--- config.mk ---
export PLATFORM = sky130hd
export DESIGN_NAME = point_uart_tx
export DESIGN_NICKNAME = d
export VERILOG_FILES = /design/src/rtl/point_uart_tx.sv
export SDC_FILE = /design/constraint.sdc
export NUM_CORES = 1
export LEC_CHECK = 0
export ABC_AREA = 1
export BUFFER_PORTS_ARGS = -buffer_cell sky130_fd_sc_hd__buf_2
export CAP_MARGIN = 20
export CORE_MARGIN = 2
export CORE_UTILIZATION = 56
export DETAILED_ROUTE_END_ITERATION = 10
export GPL_ROUTABILITY_DRIVEN = 0
export PLACE_DENSITY = 0.84
export SYNTH_ARGS = -nofsm -noshare
export SYNTH_HDL_FRONTEND = slang
export SYNTH_SLANG_ARGS = --single-unit
--- constraint.sdc ---
create_clock -name clk -period 4.3 [get_ports clk]
set_input_delay 0 -clock clk [delete_from_list [all_inputs] [get_ports clk]]
set_output_delay 0 -clock clk [all_outputs]
set_load 0.05 [all_outputs]
--- src/rtl/point_uart_tx.sv ---
// point_uart_tx: once per video frame, snapshots the tracked point at the
// falling edge of VGA_VS and sends a 6-byte packet (header, H, V, checksum)
// on an 8N1 UART line, LSB first. Triggers arriving while a packet is in
// flight are counted in a saturating drop counter.
module point_uart_tx #(
    parameter int         CLKS_PER_BIT = 434,
    parameter logic [7:0] HEADER       = 8'hA5
) (
    input  logic        clk,
    input  logic        reset,
    input  logic        VGA_VS,
    input  logic        EN,
    input  logic [15:0] POINT_H,
    input  logic [15:0] POINT_V,
    output logic        UART_TX,
    output logic        BUSY,
    output logic [7:0]  DROP_CNT
);

    localparam logic [15:0] BAUD_LAST = 16'(CLKS_PER_BIT - 1);

    typedef enum logic [1:0] {
        ST_IDLE  = 2'd0,
        ST_START = 2'd1,
        ST_DATA  = 2'd2,
        ST_STOP  = 2'd3
    } state_t;

    // 8-bit sum of the four payload bytes; the carry is discarded.
    function automatic logic [7:0] checksum(input logic [15:0] h, input logic [15:0] v);
        checksum = h[15:8] + h[7:0] + v[15:8] + v[7:0];
    endfunction

    // Packet byte for a given position, taken from the latched coordinates.
    function automatic logic [7:0] packet_byte(input logic [2:0] idx,
                                               input logic [15:0] h,
                                               input logic [15:0] v);
        case (idx)
            3'd0:    packet_byte = HEADER;
            3'd1:    packet_byte = h[15:8];
            3'd2:    packet_byte = h[7:0];
            3'd3:    packet_byte = v[15:8];
            3'd4:    packet_byte = v[7:0];
            3'd5:    packet_byte = checksum(h, v);
            default: packet_byte = 8'hFF;
        endcase
    endfunction

    state_t      state, state_next;
    logic [15:0] baud_cnt, baud_cnt_next;
    logic [2:0]  bit_idx, bit_idx_next;
    logic [2:0]  byte_idx, byte_idx_next;
    logic [7:0]  shift, shift_next;
    logic [15:0] hold_h, hold_h_next;
    logic [15:0] hold_v, hold_v_next;
    logic [7:0]  drop_next;
    logic        vs_prev;
    logic        tx_next;
    logic        trigger;
    logic        bit_done;

    assign trigger  = vs_prev & ~VGA_VS;
    assign bit_done = (baud_cnt == BAUD_LAST);

    // Next-state, datapath and output decode; outputs are registered from
    // the next-state values so they change on the cycle after the decision.
    always_comb begin
        state_next    = state;
        baud_cnt_next = baud_cnt + 16'd1;
        bit_idx_next  = bit_idx;
        byte_idx_next = byte_idx;
        shift_next    = shift;
        hold_h_next   = hold_h;
        hold_v_next   = hold_v;
        drop_next     = DROP_CNT;
        tx_next       = 1'b1;

        case (state)
            ST_IDLE: begin
                baud_cnt_next = 16'd0;
                if (trigger && EN) begin
                    state_next    = ST_START;
                    byte_idx_next = 3'd0;
                    hold_h_next   = POINT_H;
                    hold_v_next   = POINT_V;
                    shift_next    = HEADER;
                end else begin
                    state_next = ST_IDLE;
                end
            end
            ST_START: begin
                if (bit_done) begin
                    state_next    = ST_DATA;
                    baud_cnt_next = 16'd0;
                    bit_idx_next  = 3'd0;
                end else begin
                    state_next = ST_START;
                end
            end
            ST_DATA: begin
                if (bit_done) begin
                    baud_cnt_next = 16'd0;
                    if (bit_idx == 3'd7) begin
                        state_next = ST_STOP;
                    end else begin
                        shift_next   = {1'b0, shift[7:1]};
                        bit_idx_next = bit_idx + 3'd1;
                    end
                end else begin
                    state_next = ST_DATA;
                end
            end
            ST_STOP: begin
                if (bit_done) begin
                    baud_cnt_next = 16'd0;
                    if (byte_idx < 3'd5) begin
                        state_next    = ST_START;
                        byte_idx_next = byte_idx + 3'd1;
                        shift_next    = packet_byte(byte_idx + 3'd1, hold_h, hold_v);
                    end else begin
                        state_next = ST_IDLE;
                    end
                end else begin
                    state_next = ST_STOP;
                end
            end
            default: begin
                state_next    = ST_IDLE;
                baud_cnt_next = 16'd0;
            end
        endcase

        // A trigger while any packet state is active is a dropped frame.
        if (trigger && EN && (state != ST_IDLE) && (DROP_CNT != 8'hFF)) begin
            drop_next = DROP_CNT + 8'd1;
        end else begin
            drop_next = DROP_CNT;
        end

        case (state_next)
            ST_IDLE:  tx_next = 1'b1;
            ST_START: tx_next = 1'b0;
            ST_DATA:  tx_next = shift_next[0];
            ST_STOP:  tx_next = 1'b1;
            default:  tx_next = 1'b1;
        endcase
    end

    // State, datapath and output registers with synchronous reset.
    always_ff @(posedge clk) begin
        if (reset) begin
            state    <= ST_IDLE;
            baud_cnt <= 16'd0;
            bit_idx  <= 3'd0;
            byte_idx <= 3'd0;
            shift    <= 8'd0;
            hold_h   <= 16'd0;
            hold_v   <= 16'd0;
            vs_prev  <= 1'b0;
            DROP_CNT <= 8'd0;
            UART_TX  <= 1'b1;
            BUSY     <= 1'b0;
        end else begin
            state    <= state_next;
            baud_cnt <= baud_cnt_next;
            bit_idx  <= bit_idx_next;
            byte_idx <= byte_idx_next;
            shift    <= shift_next;
            hold_h   <= hold_h_next;
            hold_v   <= hold_v_next;
            vs_prev  <= VGA_VS;
            DROP_CNT <= drop_next;
            UART_TX  <= tx_next;
            BUSY     <= (state_next != ST_IDLE);
        end
    end

endmodule

==> results_dict.tcl <==
set metrics [dict create \
    fp.dieArea_um2 8200 \
    max-cap-violations 0 \
    clk_latency_ps 350 \
    post_cts_resized 0 \
    initial_core_util_pct 57.9 \
    leakage_nw 2.26 \
    p_clk_share_pct 42.2 \
    grt_max_degree 60 \
    grt_use_met1_pct 30.4 \
    ios 46 \
    n_fill_cell 566 \
    power.switching_mw 0.366 \
    relSlewSlack_pct 44.1 \
    regArea_um2 1500 \
    seq_area_frac_synth_pct 35.8 \
    arrival_ps 3250 \
    final_nets 724 \
    drive_gt1_share_pct 14.6 \
    first_pass_iters 5 \
    p_per_area_nw_per_um2 295 \
    layout_common_cells "91 x nand2_1, 75 x dfxtp_1, 73 x inv_1" \
    hold_viol_final 0 \
    port_buffers 45 \
    routed_wl_mm 10.4 \
    wire_per_inst_um 13.7 \
    seq_power_share_pct 47.7 \
    outcome "complete, no violations" \
    grt_pass1_vias 4044 \
    cts-hold-fix-buffers 34 \
    grtUsageTotal_pct 26.1 \
    slew_violations 0 \
    syn_area_per_cell_um2 7.29 \
    place_area_um2 4490 \
    worstSetupStartpointType "flop" \
    critPathMaxFanout 3 \
    crit_type "flop to flop" \
    dp_hpwl_mm 6.75 \
    post-cts-setup-buffer-count 0 \
    setup_ws_ps 1340 \
    htree_levels 3 \
    die_x_um 90.6 \
    critPathRequiredTime_ps 4590 \
    timing.critical_path.mode_cell "nand2_1" \
    met2_usage_pct 45.8 \
    skew_ps 9.96 \
    synthCells 576 \
    critPathMaxStageDelay_ps 530 \
    rsz0062_at_grt "false" \
    pwr-share-comb_pct 10.1 \
    ys_seq_elements 75 \
    fmax_mhz 338 \
    antenna_found_initial 0 \
    path_clk_slew_ps 80 \
    holdCritPathClass "input port to flop" \
    synth_nets 646 \
    layout.cells.non_filler 758 \
    vias 4042 \
    drtIter0Drc 267 \
    stdcell_area_um2 5090 \
    p_sw_share_pct 24.3 \
    clockBufferDepth 2 \
    postRouteAntennaNets 0 \
    die_h_um 90.6 \
    cts_tree "yes" \
    numCtsBuffers 9 \
    multi_input_area_um2 2300 \
    clock-root-buffer "clkbuf_8" \
    ir_drop_uv 217 \
    pre_cts_ws_ps 1380 \
    period_needed_ps 2960 \
    synth_cell_types 33 \
    rows 31 \
    area_growth_pct 21.3 \
    cts_sinks 75 \
    setup_viol 0 \
    tns_ps 0 \
    reg2reg_slack_ps 1340 \
    grt_pass1_wl_mm 17.5 \
    worst_pin_slew_ps 839 \
    post-route-period-util_pct 68.8 \
    routed_via_density 5.33 \
    cp_cell_sequence "fa_1 -> fa_1 -> ha_1 -> inv_1 -> fa_1 -> inv_1 -> nand3_1 -> nand2_1 -> nand2_1 -> nand2_1 -> nand2_1 -> nand2_1 -> inv_1 -> nand2_1 -> nand3_1 -> nand2_1 -> nand2_1 -> a21oi_1" \
    core_area_um2 7250 \
    grt_overflow 0 \
    insertedDiodeCount 0 \
    layout_commonest_cell "nand2_1" \
    internal-power_mw 1.14 \
    end_kind "flop" \
    met3_usage_pct 4.34 \
    busiest_layer "met2" \
    yosysWarnings 0 \
    dp_cells 707 \
    syn_area_um2 4200 \
    drc 0 \
    critPathSlowestCell "fa_1" \
]
worst paths after layout:
path,cells after the start,to,startpoint
max,18,shift[7],hold_h[1]
min,6,DROP_CNT[0],EN
max reg2reg,18,shift[7],hold_h[1]
min reg2reg,1,bit_idx[0],bit_idx[0]
cell usage after synthesis (all sizes together):
| cell type | instances | area (um2) |
|---|---|---|
| a211oi | 2 | 15.0 |
| a21o | 1 | 7.51 |
| a21oi | 60 | 300 |
| a221oi | 1 | 8.76 |
| a31oi | 2 | 12.5 |
| buf | 3 | 15.0 |
| clkbuf | 10 | 37.5 |
| clkinv | 1 | 8.76 |
| dfxtp | 75 | 1500 |
| fa | 14 | 280 |
| ha | 20 | 250 |
| inv | 89 | 334 |
| nand2 | 97 | 389 |
| nand3 | 28 | 155 |
| nand4 | 2 | 12.5 |
| nor2 | 78 | 330 |
| nor3 | 11 | 66.3 |
| nor4 | 1 | 6.26 |
| o211ai | 1 | 7.51 |
| o21a | 3 | 22.5 |
| o21ai | 58 | 294 |
| o22ai | 10 | 62.6 |
| xnor2 | 4 | 35.0 |
| xor2 | 5 | 43.8 |
final cells by class:
class,instances,share of cell area [%]
Clock buffer,12,3.05
Tap cell,99,2.43
Timing Repair Buffer,80,11.7
Multi-Input combinational cell,398,45.2
Clock inverter,4,1.43
Inverter,90,6.74
Sequential cell,75,29.5
metal layers:
layer	wire, um	share of wire, %	vias to the layer above
li1	-	-	2012
met1	4420	42	1856
met2	5080	49	134
met3	522	5.0	40
met4	384	3.7	0
met5	0	0	-
flip-flops by register name (all words and copies together) (netlist names):
signal and flops:
baud_cnt 16, hold_h 16, hold_v 16, DROP_CNT 8, shift 8, bit_idx 3
byte_idx 3, state 2, BUSY 1, UART_TX 1, vs_prev 1
power groups by stage:
stage,Combinational (mW),Clock [mW],Sequential [mW]
floorplan,0.0812,0,0.735
global placement,0.114,0,0.732
detailed placement,0.120,0,0.733
CTS,0.145,0.634,0.717
global route,0.169,0.668,0.719
finish,0.152,0.634,0.718
worst max-delay path, delay by kind of cell (launching register included):
family | cells | cell delay (ps)
adders and majority gates | 4 | 1650
and+or+nand+nor | 10 | 610
DFF | 1 | 350
buffers and inverters | 3 | 180
AOI/OAI and AO/OA | 1 | 110
stage by stage:
stage	hold slack [ps]	utilization, %	total power [mW]
3_3_place_gp	215	61.9	0.847
2_1_floorplan	69.1	-	0.816
5_1_grt	357	70.2	1.56
6_report	280	70.2	1.50
3_5_place_dp	238	61.9	0.853
4_1_cts	281	69.8	1.50
kinds of logic after synthesis:
kind of cell | count (synthesis) | share of synthesized area [%]
XOR/XNOR | 9 | 1.88
flip-flops | 75 | 35.8
AO/OA/AOI/OAI | 138 | 17.4
buffers and inverters | 103 | 9.42
adder cells (fa/ha/maj) | 34 | 12.6
AND/OR/NAND/NOR | 217 | 22.9
No activity file was read; power rests on OpenSTA's default activity.
